File: src/rtl/pc_sequencer.sv
// pc_sequencer: fetch-address sequencer with conditional branches,
// register-indirect jumps, calls/returns through a small circular
// return-address stack, stall and sticky halt.
module pc_sequencer #(
  parameter int                 ADDR_W    = 16,
  parameter int                 OFF_W     = 9,
  parameter int                 RAS_DEPTH = 4,
  parameter logic [ADDR_W-1:0]  RESET_VEC = '0
) (
  input  logic              clk,
  input  logic              rst_n,
  input  logic              stall,
  input  logic              br_valid,
  input  logic [1:0]        br_type,
  input  logic [2:0]        cond,
  input  logic [2:0]        flags,
  input  logic [OFF_W-1:0]  offset,
  input  logic [ADDR_W-1:0] rs_addr,
  input  logic [ADDR_W-1:0] br_pc,
  input  logic              halt,
  output logic [ADDR_W-1:0] pc,
  output logic              taken,
  output logic              flush,
  output logic              halted,
  output logic              ras_err
);

  localparam int PW = (RAS_DEPTH > 2) ? $clog2(RAS_DEPTH) : 1;

  localparam logic [1:0] BT_B    = 2'b00;
  localparam logic [1:0] BT_BR   = 2'b01;
  localparam logic [1:0] BT_CALL = 2'b10;
  localparam logic [1:0] BT_RET  = 2'b11;

  // State
  logic [ADDR_W-1:0] pc_q, pc_d;
  logic              flush_q, flush_d;
  logic              halted_q, halted_d;
  logic              err_q, err_d;
  logic [PW-1:0]     ptr_q, ptr_d;      // next write slot; top is ptr_q-1
  logic [PW:0]       cnt_q, cnt_d;      // valid entries, saturates at RAS_DEPTH
  logic [ADDR_W-1:0] ras_q [RAS_DEPTH];

  // Decode helpers
  logic              flg_n, flg_v, flg_z;
  logic              met;
  logic              eligible;
  logic              is_call, is_ret;
  logic              ras_empty, ras_full;
  logic              push, pop;
  logic              overflow, underflow;
  logic [PW-1:0]     top_idx;
  logic [ADDR_W-1:0] off_sx;
  logic [ADDR_W-1:0] imm_tgt;
  logic [ADDR_W-1:0] ret_addr;
  logic [ADDR_W-1:0] target;

  assign flg_n = flags[2];
  assign flg_v = flags[1];
  assign flg_z = flags[0];

  // Condition-code decode
  always_comb begin
    met = 1'b0;
    case (cond)
      3'b000: met = ~flg_z;
      3'b001: met = flg_z;
      3'b010: met = ~flg_z & ~flg_n;
      3'b011: met = flg_n;
      3'b100: met = flg_z | (~flg_z & ~flg_n);
      3'b101: met = flg_z | flg_n;
      3'b110: met = flg_v;
      3'b111: met = 1'b1;
    endcase
  end

  // Word offset sign-extended to address width, then scaled to bytes
  assign off_sx   = ADDR_W'($signed(offset));
  assign imm_tgt  = br_pc + ADDR_W'(2) + (off_sx << 1);
  assign ret_addr = br_pc + ADDR_W'(2);

  assign is_call   = (br_type == BT_CALL);
  assign is_ret    = (br_type == BT_RET);
  assign ras_empty = (cnt_q == '0);
  assign ras_full  = (cnt_q == (PW+1)'(RAS_DEPTH));
  assign top_idx   = ptr_q - PW'(1);

  // A branch that would redirect if nothing blocks it; halt and stall
  // both veto, and reset forces it off.
  assign eligible = rst_n & br_valid & met & ~stall & ~halted_q & ~halt;

  // A RET on an empty stack is demoted to fall-through
  assign taken     = eligible & ~(is_ret & ras_empty);
  assign push      = taken & is_call;
  assign pop       = taken & is_ret;
  assign overflow  = push & ras_full;
  assign underflow = eligible & is_ret & ras_empty;

  // Redirect target selection by branch type
  always_comb begin
    target = imm_tgt;
    case (br_type)
      BT_B:    target = imm_tgt;
      BT_BR:   target = rs_addr;
      BT_CALL: target = imm_tgt;
      BT_RET:  target = ras_q[top_idx];
    endcase
  end

  // Next-state: pc priority hold > redirect > sequential, plus RAS pointers
  always_comb begin
    pc_d     = pc_q + ADDR_W'(2);
    ptr_d    = ptr_q;
    cnt_d    = cnt_q;
    flush_d  = taken;
    err_d    = overflow | underflow;
    halted_d = halted_q | (halt & ~stall);

    if (halted_q || halt || stall) begin
      pc_d = pc_q;
    end else if (taken) begin
      pc_d = target;
    end

    if (push) begin
      ptr_d = ptr_q + PW'(1);
      if (!ras_full) cnt_d = cnt_q + (PW+1)'(1);
    end else if (pop) begin
      ptr_d = ptr_q - PW'(1);
      cnt_d = cnt_q - (PW+1)'(1);
    end
  end

  // Control registers with synchronous reset; reset empties the stack
  always_ff @(posedge clk) begin
    if (!rst_n) begin
      pc_q     <= RESET_VEC;
      flush_q  <= 1'b0;
      halted_q <= 1'b0;
      err_q    <= 1'b0;
      ptr_q    <= '0;
      cnt_q    <= '0;
    end else begin
      pc_q     <= pc_d;
      flush_q  <= flush_d;
      halted_q <= halted_d;
      err_q    <= err_d;
      ptr_q    <= ptr_d;
      cnt_q    <= cnt_d;
    end
  end

  // Stack storage; when full the write slot is the oldest entry, so a
  // push overwrites it circularly. Contents need no reset: count gates use.
  always_ff @(posedge clk) begin
    if (rst_n && push) ras_q[ptr_q] <= ret_addr;
  end

  assign pc      = pc_q;
  assign flush   = flush_q;
  assign halted  = halted_q;
  assign ras_err = err_q;

endmodule

File: config.mk
export PLATFORM = sky130hd
export DESIGN_NAME = pc_sequencer
export DESIGN_NICKNAME = d
export VERILOG_FILES = /design/src/rtl/pc_sequencer.sv
export SDC_FILE = /design/constraint.sdc
export NUM_CORES = 1
export LEC_CHECK = 0
export ABC_AREA = 1
export CORE_ASPECT_RATIO = 1.75
export CORE_MARGIN = 1.5
export CORE_UTILIZATION = 50
export CTS_CLUSTER_DIAMETER = 60
export DETAILED_ROUTE_END_ITERATION = 16
export GPL_TIMING_DRIVEN = 1
export PLACE_DENSITY = 0.77
export REMOVE_ABC_BUFFERS = 1
export SLEW_MARGIN = 20
export SYNTH_ARGS = -nofsm -noshare
export SYNTH_HDL_FRONTEND = slang
export SYNTH_SLANG_ARGS = --single-unit
File: constraint.sdc
create_clock -name clk -period 2.8 [get_ports clk]
set_input_delay 0.56 -clock clk [delete_from_list [all_inputs] [get_ports clk]]
set_output_delay 0.56 -clock clk [all_outputs]
set_load 0.005 [all_outputs]
==> results of run 1 <==
synthesized netlist by cell type, types with 2 or more instances:
| master | count |
|---|---|
| a21oi_1 | 35 |
| a21oi_2 | 13 |
| a22o_1 | 2 |
| a22oi_1 | 3 |
| a32o_1 | 2 |
| and3_2 | 2 |
| buf_1 | 3 |
| buf_4 | 2 |
| buf_6 | 2 |
| clkbuf_1 | 13 |
| clkinv_1 | 2 |
| dfxtp_1 | 24 |
| edfxtp_1 | 64 |
| ha_1 | 21 |
| inv_1 | 65 |
| nand2_1 | 161 |
| nand3_1 | 70 |
| nand3_2 | 3 |
| nand3b_1 | 3 |
| nand4_1 | 8 |
| nor2_1 | 65 |
| nor3_1 | 5 |
| o211ai_1 | 2 |
| o21ai_0 | 39 |
| o22ai_1 | 7 |
| or2_2 | 2 |
| xnor2_1 | 6 |
| xor2_1 | 19 |
critical path, cell delays in order:
cell	delay [ns]
clkdlybuf4s50_1	0.52
nand2_1	0.09
nand3_1	0.06
o21ai_0	0.10
a21oi_2	0.14
and3_2	0.20
clkdlybuf4s50_1	0.49
cell families after synthesis:
group | after synthesis | share of synthesized area, %
xor+xnor | 25 | 4.14
compound gates | 108 | 12.1
fa+ha+maj | 22 | 5.34
buf+inv | 87 | 6.59
simple gates | 324 | 26.5
flops | 88 | 45.4
power groups by stage:
stage / registers (mW) / logic [mW] / clock network (mW)
after CTS: 1.42 / 0.577 / 1.22
after detailed placement: 1.45 / 0.550 / 0
final: 1.42 / 0.620 / 1.22
after global routing: 1.42 / 0.677 / 1.28
after floorplan: 1.45 / 0.252 / 0
after global placement: 1.45 / 0.537 / 0
timing repair:
item / 4_1_cts / 5_1_grt
gates resized for setup: 36 / 35
buffers inserted: 4 / 5
setup endpoints to repair: 8 / 9
pin swaps: 22 / 16
final timing paths:
path	cells after the start	from	end
min reg2reg	1	cnt_q[0]	cnt_q[0]
max reg2reg	10	ptr_q[1]	pc[13]
max	7	flags[0]	taken
min	1	cnt_q[0]	cnt_q[0]
metrics by stage:
stage	utilization, %	TNS [ns]	power [mW]	cells
floorplan	-	-6.23	1.70	634
global placement	64.9	-5.34	1.98	907
detailed placement	64.9	-6.11	2.00	907
CTS	69.2	0	3.22	927
global route	70.7	-0.0696	3.37	932
finish	70.7	0	3.26	932
state kept, by name, indices dropped and copies added (netlist names):
signal / count
ptr_q: 2
ras_err: 1
ras_q: 64
flush: 1
cnt_q: 3
halted: 1
pc: 16
metal layers:
| metal | up-vias | global-route usage [%] | share of wire [%] |
|---|---|---|---|
| li1 | 2502 | - | - |
| met1 | 2446 | 29.9 | 36 |
| met3 | 54 | 4.74 | 6.2 |
| met2 | 258 | 51.7 | 54 |
| met4 | 0 | 15.2 | 4.4 |
| met5 | - | 0 | 0 |
cell type report:
type / count / area share, %
Clock buffer: 9 / 3.09
Sequential cell: 88 / 33.0
Inverter: 67 / 3.46
Clock inverter: 7 / 1.07
Tap cell: 127 / 2.18
Multi-Input combinational cell: 479 / 38.3
Timing Repair Buffer: 155 / 18.9
==> flow_metrics.py, run 1 <==
metrics = {
    "status": {
        "outcome": "finished, final reports clean",
    },
    "die": {
        "die_h_um": 139,
        "initial_utilization_pct": 51.4,
        "die_w_um": 80.8,
        "die_area_um2": 11200,
        "core-area_um2": 10300,
        "ioPinCount": 74,
        "rows": 49,
    },
    "clock_tree": {
        "cts_tree": "done",
        "clock_sinks": 88,
        "numCtsBuffers": 9,
        "worstSkewPairLatency_ns": 0.34,
        "clockRootBuffer": "clkbuf_16",
        "clock_path_buffers": 2,
        "htreeDepth": 3,
        "cts_hold_buf": 0,
        "path_clk_slew_ns": 0.07,
    },
    "logic_synthesis": {
        "synthTopCellsByArea": "edfxtp_1 (36%), nand2_1 (11%), dfxtp_1 (9.1%), nand3_1 (6.6%), ha_1 (5.0%)",
        "synth_largest_area_cell": "edfxtp_1",
        "ys_dominant_reg_cell": "edfxtp_1",
        "ys_types": 39,
        "synth_cells": 654,
        "syn_area_per_cell_um2": 8.09,
        "async_reset_ff_share_pct": 0,
        "synth_area_um2": 5290,
        "synth_seq_area_share_pct": 45.4,
        "synth_warnings": 0,
        "synth_top_area_share_pct": 36.3,
        "ys_seq_elements": 88,
        "synth_edf_count": 64,
    },
    "route": {
        "first_pass_iters": 5,
        "num_vias": 5260,
        "avgViaCountPerCell": 5.64,
        "wl_um": 15500,
        "wl_per_cell_um": 16.6,
        "ant_nets": 0,
        "drt_iter0_drc": 364,
        "drc": 0,
    },
    "power_and_ir_drop": {
        "irDropWorstVdd_mv": 0.350,
        "seqPwrFrac_pct": 43.5,
        "power_frac_clock_pct": 37.5,
        "p_int_mw": 2.41,
        "p_per_area_nw_per_um2": 448,
        "p_leak_nw": 2.94,
        "p_switching_uw": 858,
        "switching_share_pct": 26.3,
        "pwr-share-comb_pct": 19.0,
    },
    "final_layout": {
        "multiInputGateArea_um2": 2790,
        "nets": 876,
        "final_area_um2": 7280,
        "seq_area_um2": 2400,
        "drive_above_1_share_pct": 20.5,
        "antenna_cells": 0,
        "area_growth_pct": 37.5,
        "final_cell_mix": "nand2_1 (153), buf_4 (78), nand3_1 (66)",
        "fillerInstances": 766,
        "final_common_cell": "nand2_1",
    },
    "grt": {
        "grt_max_degree": 36,
        "antenna_found_initial": 0,
        "grt_pass1_wl_um": 24400,
        "grt_pass1_vias": 5382,
        "grt-ovfl-total": 0,
        "grtUsageTotal_pct": 28.3,
    },
    "sta": {
        "setup_viol": 0,
        "fmax_mhz": 368,
        "clock_skew_ns": 0.00643,
        "worst_pin_slew_ns": 0.756,
        "timing.final.crit_share_pct": 97.1,
        "hold_violations": 0,
        "slew-limit-headroom_pct": 49.5,
        "min_period_ns": 2.72,
        "slew_violations": 0,
        "holdWs_ns": 0.490,
        "setup_slack_ns": 0.0803,
    },
    "critical_path": {
        "end_kind": "primary output",
        "crit_required_ns": 2.24,
        "cp_max_fo": 3,
        "reg2reg_slack_ns": 0.62,
        "worstPathArrival_ns": 2.16,
        "cp-start-kind": "input port",
        "critPathKind": "input port to primary output",
    },
    "placement": {
        "gp_congestion": 0.892,
        "place_hpwl_um": 10800,
        "pre_cts_slack_ns": -0.764,
        "place_area_um2": 6680,
        "port_buffers": 73,
    },
    "run": {
        "drv_cap": 0,
    },
    "hold_path": {
        "hp-class": "flip-flop to flip-flop",
    },
}
(Power assumes the default switching activity.)
==> run 2, diff against run 1 <==
--- a/config.mk
+++ b/config.mk
@@ -6,7 +6,6 @@
 export NUM_CORES = 1
 export LEC_CHECK = 0
 export ABC_AREA = 1
-export CORE_ASPECT_RATIO = 1.75
 export CORE_MARGIN = 1.5
 export CORE_UTILIZATION = 50
 export CTS_CLUSTER_DIAMETER = 60
==> run 2 against run 1 <==
Compared with the run above:
- register-to-register slack lost 0.07 ns
- hold slack got worse by 0.0056 ns
- largest power group unchanged
- critical endpoint is now pc[12]
- clock skew up 0.0041 ns
- cell count is 0.32% higher
- core utilization down 1.3 points
- sequential share of layout area up 0.71 points
- clock power fell by 28%
- wire length is 0.19% lower
==> flow_metrics.py, run 2 (synthesis results as in run 1) <==
metrics = {
    "sta": {
        "setup_slack_ns": 0.0839,
        "slew-limit-headroom_pct": 53.5,
        "fin_setup_tns_ns": 0,
        "min_period_ns": 2.72,
        "clock_skew_ns": 0.0105,
        "slew_violations": 0,
        "hold_violations": 0,
        "setup_viol": 0,
        "worst_pin_slew_ns": 0.696,
        "fmax_mhz": 368,
        "timing.final.crit_share_pct": 97.0,
    },
    "clock_tree": {
        "worstSkewPairLatency_ns": 0.36,
        "path_clk_slew_ns": 0.10,
        "htreeDepth": 3,
        "numCtsBuffers": 9,
        "clockRootBuffer": "clkbuf_8",
        "clock_sinks": 88,
        "clock_path_buffers": 2,
        "cts_tree": "done",
    },
    "route": {
        "num_vias": 5137,
        "wl_per_cell_um": 16.5,
        "ant_nets": 0,
        "drt_iter0_drc": 410,
        "wl_um": 15500,
        "drc": 0,
        "avgViaCountPerCell": 5.49,
        "first_pass_iters": 5,
    },
    "status": {
        "outcome": "finished, final reports clean",
    },
    "power_and_ir_drop": {
        "p_per_area_nw_per_um2": 406,
        "p_leak_nw": 2.89,
        "irDropWorstVdd_mv": 0.354,
    },
    "grt": {
        "grt_pass1_vias": 5001,
        "busiest_layer": "met2",
        "use_met1_pct": 35.2,
        "use_met2_pct": 49.2,
        "antenna_found_initial": 0,
        "grt_max_degree": 36,
        "grt-ovfl-total": 0,
        "grt_pass1_wl_um": 24400,
        "grtUsageTotal_pct": 28.3,
        "globalRouteMet3Util_pct": 4.60,
    },
    "critical_path": {
        "end_kind": "flip-flop",
        "cp-start-kind": "input port",
        "cp_max_fo": 4,
        "crit_required_ns": 3.06,
        "worstPathArrival_ns": 2.97,
        "critPathKind": "input port to flip-flop",
    },
    "die": {
        "die_area_um2": 11200,
        "initial_utilization_pct": 51.5,
        "core-area_um2": 10300,
        "die_h_um": 106,
        "ioPinCount": 74,
        "rows": 37,
        "die_w_um": 106,
    },
    "placement": {
        "gp_congestion": 0.947,
        "pre_cts_slack_ns": -0.949,
        "port_buffers": 73,
        "place_hpwl_um": 10900,
        "dpl.cell_count": 910,
    },
    "final_layout": {
        "seq_area_um2": 2400,
        "final_common_cell": "nand2_1",
        "fillerInstances": 817,
        "largest-register": "ras_q",
        "layoutNonFillerInstCount": 935,
        "area_growth_pct": 34.6,
        "multiInputGateArea_um2": 2760,
        "largest_register_ffs": 64,
        "drive_above_1_share_pct": 19.4,
        "final_cell_mix": "nand2_1 (153), buf_4 (70), nand3_1 (66)",
        "nets": 870,
        "antenna_cells": 0,
    },
    "run": {
        "drv_cap": 0,
    },
    "hold_path": {
        "hp-class": "flip-flop to flip-flop",
    },
}
==> run 2: stage by stage <==
stage                     util, %  total power, mW  hold WS (ns)  instance area (um^2)
after floorplan                 -             1.70         0.447                  5200
after global placement       64.7             1.97         0.454                  6650
after detailed placement     64.7             1.98         0.471                  6650
after CTS                    68.2             2.87         0.486                  7000
after global routing         69.3             3.02         0.512                  7120
final                        69.3             2.89         0.484                  7120
==> run 2: final cells by class <==
type                       count  share of cell area (%)
tap                          136                    2.39
clock inverter                 7                   0.948
sequential                    88                    33.7
clock buffer                   9                    1.74
inverter                      67                    3.53
timing repair buffer         149                    18.9
multi-input combinational    479                    38.8
==> run 2: routing by layer <==
layer	wire length (um)	part of all wire [%]
met1	6500	42
met2	7610	49
met3	968	6.3
met4	378	2.4
met5	0	0
==> run 2: report_power, final <==
group	internal, mW	leakage, nW	switching [mW]	total [mW]
Combinational	0.278	2.02	0.314	0.591
Clock	0.351	0.0966	0.531	0.882
Sequential	1.41	0.770	0.0114	1.42
Total	2.04	2.89	0.856	2.89
==> run 2: final timing paths <==
path | startpoint | end | slack, ns | cells past startpoint
setup / recovery | br_pc[7] | pc[12] | 0.08 | 16
hold / removal | pc[0] | pc[0] | 0.48 | 2
hold reg to reg | pc[0] | pc[0] | 0.48 | 2
setup reg to reg | ptr_q[1] | pc[13] | 0.55 | 10
==> run 2: what timing repair did <==
item	in CTS	in global routing
endpoints found under the setup margin	9	9
setup buffers	4	5
resized for setup	39	31
cloned	0	0
endpoints found under the hold margin	0	0
hold buffers	0	0
pin swaps	16	12
==> run 2: critical path: stages <==
cell	delay [ns]
clkdlybuf4s50_1	0.53
buf_4	0.14
nand3_2	0.09
nor2_1	0.14
xnor2_1	0.13
inv_1	0.07
ha_1	0.36
nand2_1	0.15
nor2_1	0.19
nand3_1	0.11
nand3_1	0.12
a21oi_1	0.07
o21ai_0	0.09
nand2_1	0.09
nand2_1	0.08
a21oi_2	0.05
==> run 3, diff against run 2 <==
--- a/config.mk
+++ b/config.mk
@@ -6,6 +6,7 @@
 export NUM_CORES = 1
 export LEC_CHECK = 0
 export ABC_AREA = 1
+export ABC_CLOCK_PERIOD_IN_PS = 2800
 export CORE_MARGIN = 1.5
 export CORE_UTILIZATION = 50
 export CTS_CLUSTER_DIAMETER = 60
==> results of run 3 <==
The final DEF is identical to that of run 2; final timing and power are the same.
